[src/rtl/operand_sel_pipe.sv]
// Registered N:1 operand selector with valid/ready handshake and skid buffer.
// Ports: clk, rst, flush, src_data, sel, in_valid/in_ready, out_* and out_ready.
module operand_sel_pipe #(
  parameter int WIDTH = 16,
  parameter int N_SRC = 3,
  parameter int SEL_W = 2
) (
  input  logic                   clk,
  input  logic                   rst,
  input  logic                   flush,
  input  logic [N_SRC*WIDTH-1:0] src_data,
  input  logic [SEL_W-1:0]       sel,
  input  logic                   in_valid,
  output logic                   in_ready,
  output logic [WIDTH-1:0]       out_data,
  output logic [SEL_W-1:0]       out_tag,
  output logic                   out_err,
  output logic                   out_valid,
  input  logic                   out_ready
);

  typedef struct packed {
    logic [WIDTH-1:0] data;
    logic [SEL_W-1:0] tag;
    logic             err;
  } ent_t;

  // State encoding is {out_valid, skid_full}.
  typedef enum logic [1:0] {
    EMPTY = 2'b00,
    HALF  = 2'b10,
    FULL  = 2'b11
  } state_t;

  state_t state_q, state_d;
  ent_t   out_q, out_d;
  ent_t   skid_q, skid_d;
  ent_t   sel_ent;
  logic   accept, drain;

  // Out-of-range selects yield zero data and a raised error flag.
  always_comb begin
    sel_ent.data = '0;
    sel_ent.tag  = sel;
    sel_ent.err  = 1'b1;
    for (int k = 0; k < N_SRC; k++) begin
      if (sel == SEL_W'(k)) begin
        sel_ent.data = src_data[k*WIDTH +: WIDTH];
        sel_ent.err  = 1'b0;
      end
    end
  end

  // Ready depends only on the skid flop, never on out_ready.
  assign in_ready  = !state_q[0] && !rst;
  assign out_valid = state_q[1];
  assign accept    = in_valid && in_ready;
  assign drain     = out_valid && out_ready;

  always_comb begin
    state_d = state_q;
    out_d   = out_q;
    skid_d  = skid_q;
    unique case (state_q)
      EMPTY: begin
        if (accept) begin
          out_d   = sel_ent;
          state_d = HALF;
        end
      end
      HALF: begin
        if (accept && drain) begin
          out_d = sel_ent;
        end else if (accept) begin
          skid_d  = sel_ent;
          state_d = FULL;
        end else if (drain) begin
          state_d = EMPTY;
        end
      end
      FULL: begin
        if (drain) begin
          out_d   = skid_q;
          state_d = HALF;
        end
      end
      default: state_d = EMPTY;
    endcase
    // Flush drops valids only; payload registers keep their values.
    if (flush) begin
      state_d = EMPTY;
      out_d   = out_q;
      skid_d  = skid_q;
    end
  end

  always_ff @(posedge clk) begin
    if (rst) begin
      state_q <= EMPTY;
      out_q   <= '0;
      skid_q  <= '0;
    end else begin
      state_q <= state_d;
      out_q   <= out_d;
      skid_q  <= skid_d;
    end
  end

  assign out_data = out_q.data;
  assign out_tag  = out_q.tag;
  assign out_err  = out_q.err;

endmodule

[config.mk]
export PLATFORM = sky130hd
export DESIGN_NAME = operand_sel_pipe
export DESIGN_NICKNAME = d
export VERILOG_FILES = /design/src/rtl/operand_sel_pipe.sv
export SDC_FILE = /design/constraint.sdc
export NUM_CORES = 1
export LEC_CHECK = 0
export ABC_AREA = 1
export CORE_MARGIN = 1.5
export CORE_UTILIZATION = 42
export CTS_BUF_LIST = sky130_fd_sc_hd__clkbuf_8
export CTS_CLUSTER_DIAMETER = 80
export DETAILED_ROUTE_END_ITERATION = 8
export PLACE_DENSITY = 0.75
export SLEW_MARGIN = 10
export SYNTH_ARGS = -nofsm -noshare
export SYNTH_HDL_FRONTEND = slang
export SYNTH_SLANG_ARGS = --single-unit
[constraint.sdc]
create_clock -name clk -period 1.7 [get_ports clk]
set_input_delay 0.34 -clock clk [delete_from_list [all_inputs] [get_ports clk]]
set_output_delay 0.34 -clock clk [all_outputs]
set_load 0.02 [all_outputs]
Word level (Yosys, flattened, before mapping)

Index checks and enable logic that the tools add are counted.

Flip-flop bits (word level): 40
Latch bits: 0
Memory bits (writable): 0
Memory bits (read-only): 0
Output and inout bits: 21
Word-level logic and storage cells: 47
Memories: 0

Add/subtract/negate cells: 0
Multipliers: 0
Div/mod/pow operators: 0
Magnitude comparators: 0
Eq/ne operators: 9
Shifts and indexed selects: 0
Muxes and demuxes: 16
Bitwise operators: 2
Reduce and logical (&&, ||, !) cells: 13

Operators with widths:

| operator                                                         | count |
|---|---|
| 19-bit two-way mux                                               | 3 |
| 19-bit case mux with 3 select lines                              | 1 |
| 16-bit two-way mux                                               | 3 |
| 2-bit two-way mux                                                | 5 |
| 2-bit != test (second input constant)                            | 4 |
| 4-bit AND reduction                                              | 2 |
| 2-bit == test (second input constant)                            | 3 |
| 2-bit case mux with 3 select lines                               | 1 |
| 5-bit AND reduction                                              | 1 |
| 1-bit logical AND                                                | 4 |
| 2-bit zero test                                                  | 2 |
| 1-bit two-way mux                                                | 3 |
| 3-bit != test (second input constant)                            | 1 |
| 3-bit nonzero test                                               | 1 |
| 2-bit by 1-bit == test with 1-bit output (second input constant) | 1 |
| 1-bit zero test                                                  | 2 |
| 1-bit inverter                                                   | 2 |
| 2-bit OR reduction                                               | 1 |

Longest topological paths before layout

Gate-level depths: netlist of the first run.

Word-level depth: 6
Gate-level depth with buffers: 9

Least setup slack after synthesis of the first run

No wires, ideal clock.

Kind: register -> register
From: register state_q[1]
To: register out_q, in the netlist out_data[0]
Setup time: 0.113 ns
Arrival: 1.453 ns
Required time: 1.587 ns
Path slack: 0.135 ns
Cell stages (with the launch flop): 8
Path buffers: 1
Cells stage by stage: dfxtp_1 inv_1 ha_1 a21oi_2 nand3_2 buf_2 nor2_1 nor2_1

Cells in the longest elaborated chain, start to end: 4
Elaborated cells on any way between the ends: 11
Those cells by class: eq/ne: 5; mux: 1; reduce/logical: 5

Ends and longest elaborated chain:

| element                       | line | text |
|---|---|---|
| start: declaration            | 35   | `state_t state_q, state_d;` |
| start signal: assignment      | 103  | `state_q <= state_d;` |
| 1-bit logical AND             | 58   | `assign drain = out_valid && out_ready;` |
| 1-bit logical AND             | 72   | `if (accept && drain) begin` |
| 2-bit != test (no line)       | -    |  |
| 5-bit AND reduction (no line) | -    |  |
| end signal: assignment        | 104  | `out_q <= out_d;` |
| end: declaration              | 36   | `ent_t out_q, out_d;` |

Parallel ways exist; a longest one is shown, timed or not.
A chain may end at the register's enable or synchronous reset.

Worst setup path in the final report of the first run

From: register out_q, in the netlist out_data[14]
To: output port out_data[14]

RTL lines:

| element          | line | text |
|---|---|---|
| end: declaration | 15   | `output logic [WIDTH-1:0] out_data,` |

No word-level cell between the ends.

==> results of run 1 <==
synthesized netlist by cell type:
master / count
a211oi_1: 1
ha_1: 5
inv_2: 3
o21ai_0: 16
a21oi_1: 4
a21oi_2: 1
dfxtp_1: 40
a22oi_1: 1
nand2_2: 1
buf_6: 3
buf_4: 2
nor2_4: 3
nand3_1: 20
buf_2: 3
nand2_1: 148
inv_1: 24
clkbuf_1: 6
a211oi_2: 1
nand3_2: 1
clkbuf_2: 1
nor2_1: 82
nor2_2: 2
how the worst max path moves through the flow:
stage	startpoint	end	slack [ns]	depth (start not counted)
after global placement	sel[1]	out_data[1]	-0.23	8
after global routing	sel[0]	out_data[8]	0.02	11
final	out_data[14]	out_data[14]	0.08	1
after detailed placement	sel[1]	out_data[8]	-0.27	8
after floorplan	state_q[1]	out_data[0]	0.13	7
after CTS	sel[1]	out_data[8]	0.03	8
through the flow:
stage           util  hold slack (ns)  instance area, um^2  worst slack (ns)  total power, W
6_report       0.643            0.484                 3290            0.0787         0.00234
5_1_grt        0.643            0.511                 3290            0.0180         0.00248
4_1_cts        0.642            0.480                 3280            0.0341         0.00236
3_5_place_dp   0.624            0.469                 3190            -0.272         0.00171
3_3_place_gp   0.624            0.463                 3190            -0.233         0.00171
2_1_floorplan      -            0.409                 2220             0.135         0.00138
worst reg2reg max path, stage by stage, from the launching register on:
cell and delay, ns:
dfxtp_2 0.38, inv_1 0.10, ha_1 0.24, a21oi_2 0.18, nand3_2 0.11, buf_12 0.18, nor2_1 0.13, nor2_1 0.06
power groups by stage:
stage	clock network, W	registers (W)	logic, W
final	0.000653	0.00103	0.000666
after global routing	0.000704	0.00103	0.000739
after CTS	0.000667	0.00102	0.000667
after detailed placement	0	0.00105	0.000666
after global placement	0	0.00104	0.000663
after floorplan	0	0.00110	0.000278
area by class of cell:
class,count,area (um^2)
fillers,482,1820
multi-input cells,286,1230
repair buffers,98,971
flip-flops and latches,40,803
inverters,27,101
well taps,70,87.6
clock buffers,6,82.6
clock inverters,2,10.0
logic make-up (layout without fill, tap and decap cells):
kind of cell,Yosys count,after routing,share of synthesized area
flip-flops,40,40,0.361
AND/OR/NAND/NOR,257,257,0.462
AO/OA/AOI/OAI,24,24,0.0615
adder cells (fa/ha/maj),5,5,0.0282
buffers and inverters,42,133,0.0869
layer usage:
layer	track usage	vias up	share of wire
met2	0.314	67	0.44
met1	0.312	1030	0.50
met5	0	-	0
li1	-	1296	-
met3	0.0304	6	0.040
met4	0.0694	0	0.012
sequential cells by signal (all words and copies together) (netlist names):
register	count
out_tag	2
out_data	16
out_err	1
state_q	2
skid_q	19
what timing repair did:
action,4_1_cts,5_1_grt
buffers inserted,0,0
cloned,0,0
resized for setup,2,3
setup endpoints to repair,2,20
==> results.ini, run 1 <==
[run_status]
status = finished, final reports clean

[synth]
synth_area_leader_cell = dfxtp_1
synth-warning-count = 0
ys_top_cells_by_area = dfxtp_1 (36%), nand2_1 (25%), nor2_1 (14%)
synth_cells = 368
yosys_register_bits = 40
syn-num-nets = 428
synth_area_um2 = 2220
avgSynthCellArea_um2 = 6.03
yosysTopAreaCellShare = 0.361
synth.distinct_cells = 22
ys_seq_area_frac = 0.361

[worst_setup_path]
path_class = reg -> out
crit_arrival_ns = 1.28
reg2reg_from = state_q[1]
cp_max_fo = 2
cp-start-kind = register
cp.required_ns = 1.36
path_cells = clkdlybuf4s50_1
reg2reg_setup_slack_ns = 0.22
rr_endpoint = out_data[9]
critPathMaxStageDelay_ns = 0.62
critPathBufInv = 1
path_delay_family = buffers and inverters
end_kind = primary output
slowest_stage = clkdlybuf4s50_1
r2r_cells = 7

[grt]
grt_first_pass_wirelength_mm = 9.27
antenna_found_initial = 0
first_global_vias = 2065
overflow = 0
grt_use_total = 0.211
grt_max_degree = 36

[die]
core-area_um2 = 5110
pin_count = 76
fp.dieH_um = 75.7
start_util = 0.434
rows = 26
die-area_um2 = 5730
die_w_um = 75.7

[clocking]
cts_tree = done
cts_buffers = 5
htree_levels = 2
cts-root-buf = clkbuf_8
clk_pin_slew_ns = 0.08
cts.sinks = 40
cts_hold_buf = 0
insertion_delay_ns = 0.29
clockBufferDepth = 2

[finish]
fin_nets = 518
layout_commonest_cell = nand2_1
fin_cells = 529
diodes = 0
drive_gt1_frac = 0.0980
final_cell_mix = nand2_1 (148), nor2_1 (82), clkdlybuf4s50_1 (73)
syn2layout_area_growth_pct = 48.1

[power_and_ir_drop]
ir_drop_mv = 0.404
p_int_w = 0.00166
combPwrFrac = 0.284
p_per_area_nw_per_um2 = 713
p_sw_frac = 0.293
pwr-share-clk = 0.278
seqPwrFrac = 0.438
leakage_nw = 1.62
p_switching_w = 0.000687

[hold_path]
min_path_cells = 2
hold_class = reg -> reg
hp-start = skid_q[0]
whs_endpoint = skid_q[0]

[routing]
dr.pass1.iters = 5
ant_nets = 0
num_vias = 2399
wl_per_cell_um = 10.5
drtIter0Drc = 198
viasPerCell = 4.53
routed_wirelength_mm = 5.56
drcViolationCount = 0

[timing]
setup_viol = 0
min_period_ns = 1.62
rsz0062_at_grt = no
hold_viol_final = 0
clock_skew_ns = 0.00488
slew_headroom = 0.637
final_max_slew_viol_count = 0
tns_ns = 0
fin_crit_sh = 0.954
worst_slew_pin_slew_ns = 0.544
fmax_ghz = 0.617

[placement]
place.gp.congestion = 0.816
port_buffers = 75
hpwl_mm = 4.21
place_inst = 521

[job]
cap_viol_max_count = 0

No activity file was read; power rests on OpenSTA's default activity.
==> inputs of run 2 (changes only) <==
--- a/config.mk
+++ b/config.mk
@@ -9,7 +9,7 @@
 export CORE_MARGIN = 1.5
 export CORE_UTILIZATION = 42
 export CTS_BUF_LIST = sky130_fd_sc_hd__clkbuf_8
-export CTS_CLUSTER_DIAMETER = 80
+export CTS_CLUSTER_DIAMETER = 100
 export DETAILED_ROUTE_END_ITERATION = 8
 export PLACE_DENSITY = 0.75
 export SLEW_MARGIN = 10
==> results of run 2 <==
Final layout, timing and power as in run 1 (identical DEF).
==> RTL edit 1, RTL diff (flow settings as in run 1) <==
Change the parameter `N_SRC` from 3 to 5.
--- a/src/rtl/operand_sel_pipe.sv
+++ b/src/rtl/operand_sel_pipe.sv
@@ -2,7 +2,7 @@
 // Ports: clk, rst, flush, src_data, sel, in_valid/in_ready, out_* and out_ready.
 module operand_sel_pipe #(
   parameter int WIDTH = 16,
-  parameter int N_SRC = 3,
+  parameter int N_SRC = 5,
   parameter int SEL_W = 2
 ) (
   input  logic                   clk,
Interface: changed (resized src_data); port bits go from 76 to 108. The function was not compared with the original's and may differ.
==> RTL edit 1 against run 1 <==
Worst hold slack lost 0.036 ns; total power grew 9.4%; sequential cell count is the same; routed wire length grew 18%; area after synthesis grew 7.6%; setup slack gained 0.022 ns; register-to-register slack lost 0.07 ns; critical path depth is the same; combinational power shrank 2%; final area grew 12%; synthesized cell count shrank 3.0%; critical path type unchanged; critical endpoint is now out_data[7]; highest routed layer unchanged.
==> RTL edit 1: results <==
set metrics [dict create \
    cpPeakStageDelay_ns 0.63 \
    synth_area_leaders "dfxtp_1 (34%), nand2_1 (18%), nand3_1 (5.7%)" \
    grt_max_degree 38 \
    insertion_delay_ns 0.29 \
    synth-async-reset-ratio 0 \
    outcome "finished, final reports clean" \
    grt_pass1_vias 2597 \
    synth.net_count 449 \
    grt_pass1_wl_mm 11.1 \
    slowest_stage "clkdlybuf4s50_1" \
    dp_hpwl_mm 5.04 \
    power.leakage_nw 1.59 \
    postCtsSetupBuffers 0 \
    drt_iter0_markers 132 \
    vdd_drop_max_uv 399 \
    dp_slack_ns -0.141 \
    path_max_fanout 2 \
    regMostFlops "skid_q" \
    yosysWarnings 0 \
    grtUsageTotal 0.225 \
    post_dp_cell_area_sq_um 3550 \
    final_layout_size_suffix_gt1_frac 0.143 \
    synth.distinct_cells 26 \
    drt_pass1_iterations 5 \
    yosysSeqAreaShare 0.335 \
    critPathArrivalTime_ns 1.26 \
    antenna_found_initial 0 \
    hold_path.class "flop to flop" \
    cts_buffer_depth 2 \
    num_antenna_cells 0 \
    nets 554 \
    avgViaCountPerCell 5.09 \
    drt_wl_total_mm 6.56 \
    cts_made_buffers 5 \
    cp_top_family "buffers and inverters" \
    clkTransAtPathRegs_ns 0.08 \
    cts_root_buf "clkbuf_8" \
    tightest_slew_ns 0.278 \
    largest_reg_flops 19 \
    port_buffers 91 \
    synth_commonest_cells "nand2_1 (117), dfxtp_1 (40), inv_1 (29)" \
    synthFlopType "dfxtp_1" \
    fin_skew_ns 0.00657 \
    place_congestion 0.830 \
    htree_levels 2 \
    fillers 487 \
]
## RTL edit 1: repair_timing
item                       in CTS  in global routing
setup endpoints to repair       2                  3
gates resized for setup         2                  1
hold endpoints to repair        0                  0
pin swaps                       0                  0
## RTL edit 1: worst paths after layout
kind | slack [ns] | start | endpoint | cells past startpoint
min | 0.45 | skid_q[0] | skid_q[0] | 2
max reg2reg | 0.15 | state_q[0] | out_data[8] | 6
min reg2reg | 0.45 | skid_q[0] | skid_q[0] | 2
max | 0.10 | out_data[7] | out_data[7] | 1
## RTL edit 1: layout make-up
| type | count | area, sq um | share of cell area |
|---|---|---|---|
| timing repair buffer | 116 | 1170 | 0.318 |
| clock buffer | 5 | 68.8 | 0.0187 |
| inverter | 30 | 113 | 0.0306 |
| tap | 72 | 90.1 | 0.0245 |
| sequential | 40 | 801 | 0.218 |
| clock inverter | 2 | 60.1 | 0.0163 |
| multi-input combinational | 269 | 1380 | 0.374 |
## RTL edit 1: power breakdown
group	total, mW	leakage (nW)	switching (mW)	internal, mW
clock network	0.916	0.0642	0.337	0.578
registers	0.999	0.324	0.0226	0.976
logic	0.652	1.20	0.306	0.346
## RTL edit 1: cell families after synthesis
group | synth area share
compound gates | 0.128
fa+ha+maj | 0.0262
buf+inv | 0.0886
flops | 0.335
simple gates | 0.422
## RTL edit 1: metal layers
layer	GRT usage	vias up	part of all wire
li1	-	1392	-
met1	0.255	1214	0.41
met2	0.415	100	0.52
met3	0.0477	10	0.057
met4	0.0750	0	0.015
met5	0	-	0
## RTL edit 1: per-stage QoR
step	utilization	setup TNS [ns]	cells
6_report	0.668	0	534
5_1_grt	0.668	0	534
4_1_cts	0.668	0	534
3_5_place_dp	0.645	-2.43	527
2_1_floorplan	-	0	357
3_3_place_gp	0.645	-1.97	527
==> RTL edit 2, RTL diff (flow settings as in run 1) <==
Without the edit above. Reset style: asynchronous (`rst`), changed in one clocked block.
--- a/src/rtl/operand_sel_pipe.sv
+++ b/src/rtl/operand_sel_pipe.sv
@@ -94,7 +94,7 @@
     end
   end
 
-  always_ff @(posedge clk) begin
+  always_ff @(posedge clk or posedge rst) begin
     if (rst) begin
       state_q <= EMPTY;
       out_q   <= '0;
Formal check against the unedited RTL: differs if rst is asserted again (counterexample within 4 cycles, from zero or initial values and one cycle with rst high); with rst held inactive, the same outputs for 10 cycles.
==> RTL edit 2 against run 1 <==
Final area decreased by 0.72%; routed wire length increased by 0.23%; setup slack improved by 0.014 ns; cell count down 11%; utilization fell by 1.7 points; area after synthesis is 4.7% higher; non-clock buffer count decreased by 13; sequential cell count unchanged; count of clock-buffer cells in the layout decreased by 1; critical endpoint is now out_data[12].
Power is not compared: it rests on default switching activity, and its combinational part moved more than twofold at a synthesized area within 25%.
==> RTL edit 2: results <==
set metrics [dict create \
    outcome "finished, final reports clean" \
    wl_met1_mm 2.73 \
    top_layer "met4" \
    final_layout_size_suffix_gt1_frac 0.0769 \
    grtUsageMet3 0.0247 \
    final_cells 473 \
    vdd_drop_max_uv 592 \
    place_congestion 0.787 \
    r2r_setup_slack_ns 0.15 \
    num_vias 2240 \
    nets 461 \
    yosysSeqAreaShare 0.431 \
    slew_headroom 0.679 \
    grt_max_degree 41 \
    synth.distinct_cells 23 \
    wl_per_cell_microns 11.8 \
    r2r_start "state_q[0]" \
    synthFlopType "dfrtp_1" \
    routed-wl-met3_microns 274 \
    cts_made_buffers 5 \
    hold_start "out_data[13]" \
    cp_top_family "buffers and inverters" \
    startpoint "out_data[12]" \
    grt_pass1_wl_mm 9.69 \
    synth_edf_count 0 \
    drt_iter0_markers 159 \
    cts_buffer_depth 2 \
    use_met2 0.314 \
    synth_commonest_cells "nand2_1 (190), nand3_1 (49), dfrtp_1 (40)" \
    synth_area_leaders "dfrtp_1 (43%), nand2_1 (31%), nand3_1 (11%)" \
    wl_met2_mm 2.49 \
    fin_skew_ns 0.00558 \
    cpPeakStageDelay_ns 0.61 \
    cts_root_buf "clkbuf_8" \
    synth.net_count 386 \
    critPathArrivalTime_ns 1.27 \
    slowest_stage "clkdlybuf4s50_1" \
    grt_pass1_vias 2123 \
    dp_hpwl_mm 4.12 \
    antenna_found_initial 0 \
    htree_levels 2 \
    hold_path.class "flop to flop" \
    avgSynthCellArea_sq_um 7.11 \
    postCtsSetupBuffers 0 \
    path_max_fanout 2 \
    dp_cells 465 \
    min_to "out_data[13]" \
    regMostFlops "skid_q" \
    drt_pass1_iterations 4 \
    clkTransAtPathRegs_ns 0.08 \
    grt.busiest_layer "met2" \
    met1_usage 0.288 \
    synth-async-reset-ratio 1.00 \
    yosysWarnings 0 \
    endpoint "out_data[12]" \
    grtUsageTotal 0.201 \
    final_max_slew_viol_count 0 \
    r2r_end "out_err" \
]
==> RTL edit 2: cell count changes after synthesis, sizes merged, moves of 9 or more <==
| cell | run 1 | this run |
|---|---|---|
| nor2 | 87 | 4 |
| nand2 | 149 | 191 |
| dfrtp | 0 | 40 |
| dfxtp | 40 | 0 |
| nand3 | 21 | 51 |
| inv | 27 | 9 |
| o21ai | 16 | 7 |
==> RTL edit 2: kinds of logic (layout without fill, tap and decap cells) <==
family                     count (synthesis)  count (layout)  synth area share
AOI/OAI and AO/OA                          9               9            0.0253
DFF                                       40              40             0.431
and+or+nand+nor                          246             246             0.442
adders and majority gates                  4               4            0.0215
buffers and inverters                     28             104            0.0808
==> RTL edit 2: repair_timing <==
item,in CTS,in global routing
gates resized for setup,2,1
pin swaps,0,0
endpoints found under the setup margin,2,17
gates cloned,0,0
==> RTL edit 2: power breakdown <==
part / total, mW / switching [mW] / leakage, nW / internal [mW]
clock network: 0.758 / 0.324 / 0.0541 / 0.434
logic: 1.78 / 0.945 / 1.09 / 0.836
registers: 1.64 / 0.242 / 0.517 / 1.39
==> RTL edit 2: layout make-up <==
cell class              instances  area (sq um)
fillers                       463          1940
repair buffers                 85           873
clock buffers                   5          68.8
inverters                      11          53.8
flip-flops and latches         40          1000
well taps                      70          87.6
clock inverters                 3          42.5
multi-input cells             259          1130
==> RTL edit 2: per-stage QoR <==
step | area [sq um] | util | setup TNS, ns | worst slack (ns) | hold slack [ns]
floorplan | 2320 | - | 0 | 0.132 | 0.449
global placement | 3150 | 0.606 | -1.54 | -0.140 | 0.461
detailed placement | 3150 | 0.606 | -3.17 | -0.167 | 0.464
CTS | 3260 | 0.626 | 0 | 0.0793 | 0.484
global route | 3260 | 0.627 | 0 | 0.0281 | 0.499
finish | 3260 | 0.627 | 0 | 0.0930 | 0.480
